[config.mk]
export PLATFORM = sky130hd
export DESIGN_NAME = ann_argmax
export DESIGN_NICKNAME = d
export VERILOG_FILES = /design/src/rtl/ann_argmax_pkg.sv /design/src/rtl/fp32_gt.sv /design/src/rtl/ann_argmax.sv
export SDC_FILE = /design/constraint.sdc
export NUM_CORES = 1
export LEC_CHECK = 0
export ABC_CLOCK_PERIOD_IN_PS = 7000
export BUFFER_PORTS_ARGS = -buffer_cell sky130_fd_sc_hd__buf_2
export CORE_UTILIZATION = 35
export DETAILED_ROUTE_END_ITERATION = 8
export PLACE_DENSITY_LB_ADDON = 0.15
export SKIP_CTS_REPAIR_TIMING = 1
export SLEW_MARGIN = 20
export SYNTH_ARGS = -nofsm -noshare
export SYNTH_HDL_FRONTEND = slang
export SYNTH_SLANG_ARGS = --single-unit
export TNS_END_PERCENT = 1
[constraint.sdc]
create_clock -name clk -period 7 [get_ports clk]
set_input_delay 1.05 -clock clk [delete_from_list [all_inputs] [get_ports clk]]
set_output_delay 1.05 -clock clk [all_outputs]
set_load 0.03 [all_outputs]
[src/rtl/ann_argmax_pkg.sv]
// rtl/ann_argmax_pkg.sv - shared constants, state encoding and fp32 ordering key
package ann_argmax_pkg;

  localparam logic [7:0] FP32_NAN_EXP  = 8'hFF;
  localparam int         FP32_SIGN_BIT = 31;

  typedef enum logic [1:0] {
    S_IDLE = 2'd0,
    S_SCAN = 2'd1,
    S_DONE = 2'd2
  } state_t;

  // Monotonic unsigned key; both signed zeros collapse onto the +0 key.
  function automatic logic [31:0] fp32_key(input logic [31:0] x);
    if (x[30:0] == 31'd0)
      return 32'h8000_0000;
    else if (x[FP32_SIGN_BIT])
      return ~x;
    else
      return x | 32'h8000_0000;
  endfunction

endpackage

[src/rtl/fp32_gt.sv]
// rtl/fp32_gt.sv - combinational binary32 "a wins over b" comparator with NaN rules
module fp32_gt
  import ann_argmax_pkg::*;
(
  input  logic [31:0] a,
  input  logic [31:0] b,
  output logic        a_gt_b,
  output logic        a_is_nan
);

  logic b_is_nan;

  assign a_is_nan = (a[30:23] == FP32_NAN_EXP) && (a[22:0] != 23'd0);
  assign b_is_nan = (b[30:23] == FP32_NAN_EXP) && (b[22:0] != 23'd0);

  // A NaN never wins; any real value displaces a NaN incumbent.
  assign a_gt_b = !a_is_nan && (b_is_nan || (fp32_key(a) > fp32_key(b)));

endmodule

[src/rtl/ann_argmax.sv]
// rtl/ann_argmax.sv - sequential argmax over NUM_CLASSES binary32 scores, one compare per cycle
module ann_argmax
  import ann_argmax_pkg::*;
#(
  parameter int DATA_WIDTH  = 32,
  parameter int NUM_CLASSES = 4,
  parameter int IDX_WIDTH   = 2
) (
  input  logic                              clk,
  input  logic                              reset,
  input  logic                              start,
  input  logic [DATA_WIDTH*NUM_CLASSES-1:0] scores,
  output logic                              busy,
  output logic                              valid_out,
  output logic [IDX_WIDTH-1:0]              class_idx,
  output logic [DATA_WIDTH-1:0]             max_score
);

  localparam logic [IDX_WIDTH-1:0] LAST_IDX = IDX_WIDTH'(NUM_CLASSES - 1);

  state_t                          state;
  logic [DATA_WIDTH*NUM_CLASSES-1:0] snapshot;
  logic [DATA_WIDTH-1:0]           best_val;
  logic [DATA_WIDTH-1:0]           cand;
  logic [IDX_WIDTH-1:0]            best_idx;
  logic [IDX_WIDTH-1:0]            cnt;
  logic                            cand_gt;
  logic                            cand_nan;
  logic                            wins;

  always_comb begin
    cand = '0;
    for (int i = 0; i < NUM_CLASSES; i++) begin
      if (cnt == IDX_WIDTH'(i))
        cand = snapshot[i*DATA_WIDTH +: DATA_WIDTH];
    end
  end

  fp32_gt u_gt (
    .a        (cand),
    .b        (best_val),
    .a_gt_b   (cand_gt),
    .a_is_nan (cand_nan)
  );

  assign wins = cand_gt && !cand_nan;

  always_ff @(posedge clk or posedge reset) begin
    if (reset) begin
      state     <= S_IDLE;
      busy      <= 1'b0;
      valid_out <= 1'b0;
      class_idx <= '0;
      max_score <= '0;
      snapshot  <= '0;
      best_val  <= '0;
      best_idx  <= '0;
      cnt       <= '0;
    end else begin
      valid_out <= 1'b0;
      case (state)
        S_IDLE: begin
          if (start) begin
            snapshot <= scores;
            best_val <= scores[DATA_WIDTH-1:0];
            best_idx <= '0;
            cnt      <= IDX_WIDTH'(1);
            busy     <= 1'b1;
            state    <= S_SCAN;
          end
        end
        S_SCAN: begin
          if (wins) begin
            best_val <= cand;
            best_idx <= cnt;
          end
          if (cnt == LAST_IDX) begin
            busy  <= 1'b0;
            state <= S_DONE;
          end else begin
            busy <= 1'b1;
            cnt  <= cnt + IDX_WIDTH'(1);
          end
        end
        S_DONE: begin
          valid_out <= 1'b1;
          class_idx <= best_idx;
          max_score <= best_val;
          if (start) begin
            // Back-to-back: busy stays low while the previous result is shown,
            // so busy and valid_out never overlap; it rises on the next scan edge.
            snapshot <= scores;
            best_val <= scores[DATA_WIDTH-1:0];
            best_idx <= '0;
            cnt      <= IDX_WIDTH'(1);
            busy     <= 1'b0;
            state    <= S_SCAN;
          end else begin
            state <= S_IDLE;
          end
        end
        default: state <= S_IDLE;
      endcase
    end
  end

endmodule

==> results of run 1 <==
==> logic make-up (layout without fill, tap and decap cells) <==
kind of cell	Yosys count	count (layout)	synth area share (%)
xor gates and xnor gates	61	61	4.74
buffers and inverters	105	245	4.00
adders and majority gates	36	36	3.99
muxes	87	87	9.64
and+or+nand+nor	598	598	23.0
DFF	202	202	44.8
AOI/OAI and AO/OA	162	162	9.79
==> worst max-delay path: cells and delay by family, from the launching register on <==
kind,cells,cell delay [ns]
AO/OA/AOI/OAI,5,1.14
adder cells (fa/ha/maj),2,1.22
buffers and inverters,3,1.22
flip-flops,1,0.45
multiplexers,1,0.37
AND/OR/NAND/NOR,7,1.70
==> cell type report <==
cell class	instances	area share, %
flip-flops and latches	202	38.3
inverters	24	0.740
clock buffers	35	5.48
clock inverters	6	0.465
repair buffers	180	7.09
well taps	402	3.81
multi-input cells	944	44.1
==> metal layers <==
layer | share of wire, % | up-vias | global-route usage, %
met4 | 1.4 | 0 | 3.76
met2 | 42 | 290 | 30.1
met1 | 52 | 4391 | 32.0
met3 | 4.8 | 29 | 2.31
met5 | 0 | - | 0.889
li1 | - | 4472 | -
==> metrics by stage <==
stage	setup slack (ns)	instances	power, mW	hold WS (ns)
2_1_floorplan	0.439	1251	5.71	0.437
3_3_place_gp	0.860	1752	6.90	0.454
3_5_place_dp	0.751	1752	6.94	0.464
4_1_cts	0.760	1793	8.23	0.483
5_1_grt	0.252	1793	8.86	0.502
6_report	0.717	1793	8.19	0.476
==> registers in the layout, indices dropped and copies added, names as in the netlist <==
name	cells
state	2
class_idx	2
best_idx	2
snapshot	128
valid_out	1
max_score	32
cnt	2
best_val	32
busy	1
==> placed cells by master, fill, tap and decap left out, drive strengths merged, types with 4 or more instances in the layout <==
cell type	netlist	final
mux2i	4	4
xnor2	16	16
o21ai	30	30
a31oi	6	6
a222oi	5	5
o22a	5	5
nor3	7	7
a221oi	4	4
nor2b	10	10
and3b	8	8
nand2	430	430
a21oi	53	53
mux2	83	83
nor4b	5	5
nand2b	8	8
dfrtp	202	202
o22ai	9	9
clkbuf	53	35
nand3b	18	18
and2	9	9
ha	36	36
a2111oi	6	6
clkinv	0	4
inv	24	24
xor2	45	45
nand4	14	14
nor4	10	10
a211oi	6	6
nor2	58	58
o211ai	4	4
o21a	4	4
a311oi	5	5
buf	28	180
a22oi	4	4
nand3	11	11
==> path summary, 6_finish.rpt <==
| kind | from | endpoint | slack, ns | depth (start not counted) |
|---|---|---|---|---|
| max in group asynchronous | reset | state[0] | 5.03 | 3 |
| min in group asynchronous | reset | max_score[7] | 0.59 | 2 |
| worst max register to register | cnt[0] | best_val[30] | 0.72 | 18 |
| worst min-delay path | snapshot[40] | snapshot[40] | 0.48 | 2 |
| worst min register to register | snapshot[40] | snapshot[40] | 0.48 | 2 |
| worst max-delay path | cnt[0] | best_val[30] | 0.72 | 18 |
==> power groups by stage <==
stage          Clock [mW]  Combinational [mW]  Sequential, mW
6_report             1.23                4.71            2.25
5_1_grt              1.30                5.23            2.33
4_1_cts              1.27                4.71            2.25
3_5_place_dp            0                4.68            2.26
3_3_place_gp            0                4.64            2.26
2_1_floorplan           0                3.46            2.25
==> metrics, run 1 <==
vias in the first global route 8902; worst-margin pin slew 1.01 ns; routed wire length per instance 18.7 um; Post-DP Area 0.0124 mm^2; CP arrival 6.67 ns; Main synth FF type dfrtp_1; crit path max fanout 55; sw frac 45.3%; Global Route Usage Sum 20.4%; Cells after Synth 1251; utilization after layout 41.7%; GRT Residual Overflow 0; crit-path max cell delay 0.90 ns; Pins Over Slew Limit 0; vias per std cell 5.12; final hold vios 0; first-pass GRT wire length 52500 um; most common cell in the netlist nand2_1; critical path's slowest cell ha_2; Initial DRT Pass Iterations 5; IO buf count 166; largest net degree at the start of global routing 87; RSZ-0062 raised after global routing false; core area 0.0316 mm^2; Worst setup SP type register; GPL Wtd Cong 0.880; synth warn 0; Sink Count 202; Ant. Diodes 0; CTS H-tree depth 1; area delta synth->final 17.0%; Multi-input gate area 0.00582 mm^2; Tmin final 6.28 ns; final worst-path cycle share 89.8%; Crit Path Class reg2reg; Comb pwr share 57.5%; nature of the critical path endpoint register; Yosys cell types 70; internal power component 4.49 mW; post-synthesis sequential area ratio 44.8%; Root Buffer clkbuf_16; total number of vias 9182; CP cell instances ha_2, inv_2, o22a_1, a2111oi_2, nand4_1, nor4b_4, buf_4, or2_2, o21ai_0, ha_1, nand4_1, nor4_1, nand2_1, a22oi_1, nand3_1, a31oi_4, buf_4, mux2_1; detailed placement HPWL 25100 um; final setup vio count 0; Flop pwr share 27.5%; worst skew pair latency 0.52 ns; Max Cap Viol 0; number of buffers created by CTS 24; Commonest cells post-synth 430 x nand2_1, 202 x dfrtp_1, 58 x nor2_1, 53 x a21oi_1, 53 x clkbuf_1; clk_skew 0.0184 ns; FF/Latch Area 0.00506 mm^2; highest clock rate 159 MHz; Async SR Flop Fraction 100%; CTS tree yes; fin area 0.0132 mm^2; Seq cells post-synth 202; Clock Tree Buf Depth 3; Final TNS setup 0 ns; row cnt 65; Lkg Pwr 6.61 nW; fillers 3193; dominant cells by area after synthesis dfrtp_1 45%, nand2_1 14%, mux2_2 5.1%, ha_1 4.0%, mux2_4 4.0%; DRC viols 0; Starting Density 35.7%; Power Dens Cells 621 mW/mm^2; Die Y 182 um; Max IR drop VDD 0.279 mV; layout cells sized above 1 23.1%; syn nets 1418; worst hold path type reg2reg; status completed; initial antenna violation count 0; Synth top area share 44.8%; Clock Power Share 15.0%; syn_area_per_cell 9.02 um^2; Clock transition at path regs 0.06 ns; Net count, final 1543; Max transition margin 32.6%; die area 0.0330 mm^2; Post-DRT Antenna Nets 0; Iteration-0 DRC Markers 724; Post-synth EDFFs 0; P_sw 3.71 mW; # IOs 167; Synth Cell Area 0.0113 mm^2; routed wire length 33600 um; worst endpoint required time 7.39 ns; Yosys top cell by area dfrtp_1; chip width 182 um
Note: power is estimated with default switching activity, not from simulation.
==> run 2: changes to the inputs <==
--- a/config.mk
+++ b/config.mk
@@ -7,8 +7,11 @@
 export LEC_CHECK = 0
 export ABC_CLOCK_PERIOD_IN_PS = 7000
 export BUFFER_PORTS_ARGS = -buffer_cell sky130_fd_sc_hd__buf_2
+export CORE_ASPECT_RATIO = 0.8
 export CORE_UTILIZATION = 35
+export CTS_CLUSTER_SIZE = 14
 export DETAILED_ROUTE_END_ITERATION = 8
+export HOLD_SLACK_MARGIN = 0.15
 export PLACE_DENSITY_LB_ADDON = 0.15
 export SKIP_CTS_REPAIR_TIMING = 1
 export SLEW_MARGIN = 20
==> run 2 against run 1 <==
Net effect:
- count of clock-buffer cells in the layout is 7 lower
- non-clock buffer count is 5 higher
- critical path depth is 1 lower
- wire length is 2.4% higher
- design area is 0.59% higher
- clock skew is 0.0045 ns lower
- flip-flop and latch count stayed put
- sequential share of layout area is 0.22 points lower
- global-route usage is 0.79 points higher
- critical path type unchanged
- largest cell class unchanged
- largest power group unchanged
==> metrics, run 2 (synthesis results as in run 1) <==
vias in the first global route 9298 (+4.4%); CP arrival 6.50 ns (-0.17 ns); RSZ-0062 raised after global routing false; core area 0.0316 mm^2 (-0.22%); Global Route Usage Sum 21.2% (+0.79 points); Biggest register snapshot; crit path max fanout 32 (-42%); Initial DRT Pass Iterations 7 (+2); Starting Density 35.7% (+0.078 points); IO buf count 166 (unchanged); Tmin final 6.11 ns (-0.174 ns); Ant. Diodes 0 (unchanged); Final TNS setup 0 ns (unchanged); Crit Path Class reg2reg; FF/Latch Area 0.00506 mm^2 (unchanged); worst-margin pin slew 0.889 ns (-0.121 ns); top flop regs snapshot x128, best_val x32, max_score x32; fillers 3179 (-0.44%); chip width 203 um (+12%); utilization after layout 42.0% (+0.34 points); Max IR drop VDD 0.222 mV (-21%); Net count, final 1547 (+0.26%); initial antenna violation count 0 (unchanged); Sink Count 202 (unchanged); Lkg Pwr 6.64 nW (+0.53%); Post-DRT Antenna Nets 0 (unchanged); detailed placement HPWL 25900 um (+2.9%); commonest non-fill, non-tap cells in the layout 430 x nand2_1, 201 x dfrtp_1, 166 x buf_2; Power Dens Cells 623 mW/mm^2 (+0.30%); max reg flops 128 (unchanged); worst hold path type reg2reg; Die Y 163 um (-10%); final worst-path cycle share 87.3% (-2.5 points); GRT Residual Overflow 0 (unchanged); first-pass GRT wire length 54100 um (+3.1%); most common cell after layout, fill and taps aside nand2_1; Clock Tree Buf Depth 3 (unchanged); Multi-input gate area 0.00582 mm^2 (unchanged); DRC viols 0 (unchanged); routed wire length 34400 um (+2.4%); die area 0.0330 mm^2 (about the same); vias per std cell 5.06 (-1.2%); final hold vios 0 (unchanged); row cnt 58 (-11%); Root Buffer clkbuf_16; GPL Wtd Cong 0.892 (+1.4%); worst skew pair latency 0.52 ns (about the same); status completed; routed wire length per instance 18.9 um (+1.1%); CTS H-tree depth 1 (unchanged); Iteration-0 DRC Markers 693 (-4.3%); final setup vio count 0 (unchanged); # IOs 167 (unchanged); layout cells sized above 1 23.4% (+0.35 points); area delta synth->final 17.7%; Worst setup SP type register; clk_skew 0.0139 ns (-0.00454 ns); largest net degree at the start of global routing 104 (+20%); highest clock rate 164 MHz (+2.8%); Pins Over Slew Limit 0 (unchanged); worst endpoint required time 7.40 ns (about the same); CTS tree yes; total number of vias 9184 (+0.022%); Clock transition at path regs 0.06 ns (about the same); Max transition margin 40.6% (+8.0 points); number of buffers created by CTS 23 (-4.2%); nature of the critical path endpoint register; Max Cap Viol 0 (unchanged)
## run 2: cell count changes in the layout (fill, tap and decap cells not counted), sizes merged
cell and delta:
clkinv +4, buf +5, bufinv +3, clkbuf -7
## run 2: per-stage QoR
step                worst slack, ns  std cells  instance area (um^2)  power [mW]  hold WS (ns)
finish                        0.891       1816                 13300        8.26         0.472
global route                  0.411       1816                 13300        8.95         0.507
CTS                           0.897       1816                 13300        8.32         0.475
detailed placement            0.904       1775                 12500        7.00         0.460
global placement              0.959       1775                 12500        6.94         0.459
floorplan                     0.439       1251                 11300        5.71         0.437
## run 2: power by group
group | internal [mW] | switching [mW] | leakage [nW]
combinational | 2.02 | 2.70 | 3.77
sequential | 1.74 | 0.524 | 2.48
clock | 0.773 | 0.507 | 0.390
## run 2: path summary, 6_finish.rpt
check | start | to | slack [ns] | depth (start not counted)
worst max register to register | cnt[0] | best_val[30] | 0.89 | 17
worst min-delay path | snapshot[15] | snapshot[15] | 0.47 | 2
max in group asynchronous | reset | best_val[21] | 4.98 | 3
worst min register to register | snapshot[15] | snapshot[15] | 0.47 | 2
worst max-delay path | cnt[0] | best_val[30] | 0.89 | 17
min in group asynchronous | reset | snapshot[40] | 0.64 | 2
## run 2: layout make-up
type                    count  area share [%]
multi-input cells         944            43.8
clock buffers              28            4.63
inverters                  24           0.735
repair buffers            185            7.43
clock inverters            13            1.32
well taps                 420            3.96
flip-flops and latches    202            38.1
## run 2: worst max-delay path, cell delays in order, from the launching register on
cell and delay [ns]:
dfrtp_1 0.44, inv_1 0.11, ha_1 0.68, nand2b_4 0.28, o221ai_1 0.54, o2111ai_1 0.41, nor4b_4 0.77, buf_4 0.27
nor2_1 0.06, ha_1 0.31, nand4_1 0.21, nor4_1 0.51, nand2_1 0.13, a22oi_1 0.20, nand3_1 0.16, a31oi_4 0.22
buf_12 0.27, mux2_1 0.35
## run 2: per-layer routing
| metal | GRT usage [%] | part of all wire (%) |
|---|---|---|
| met4 | 3.59 | 1.3 |
| met5 | 0 | 0 |
| met3 | 3.98 | 5.2 |
| met1 | 29.6 | 48 |
| met2 | 34.7 | 46 |
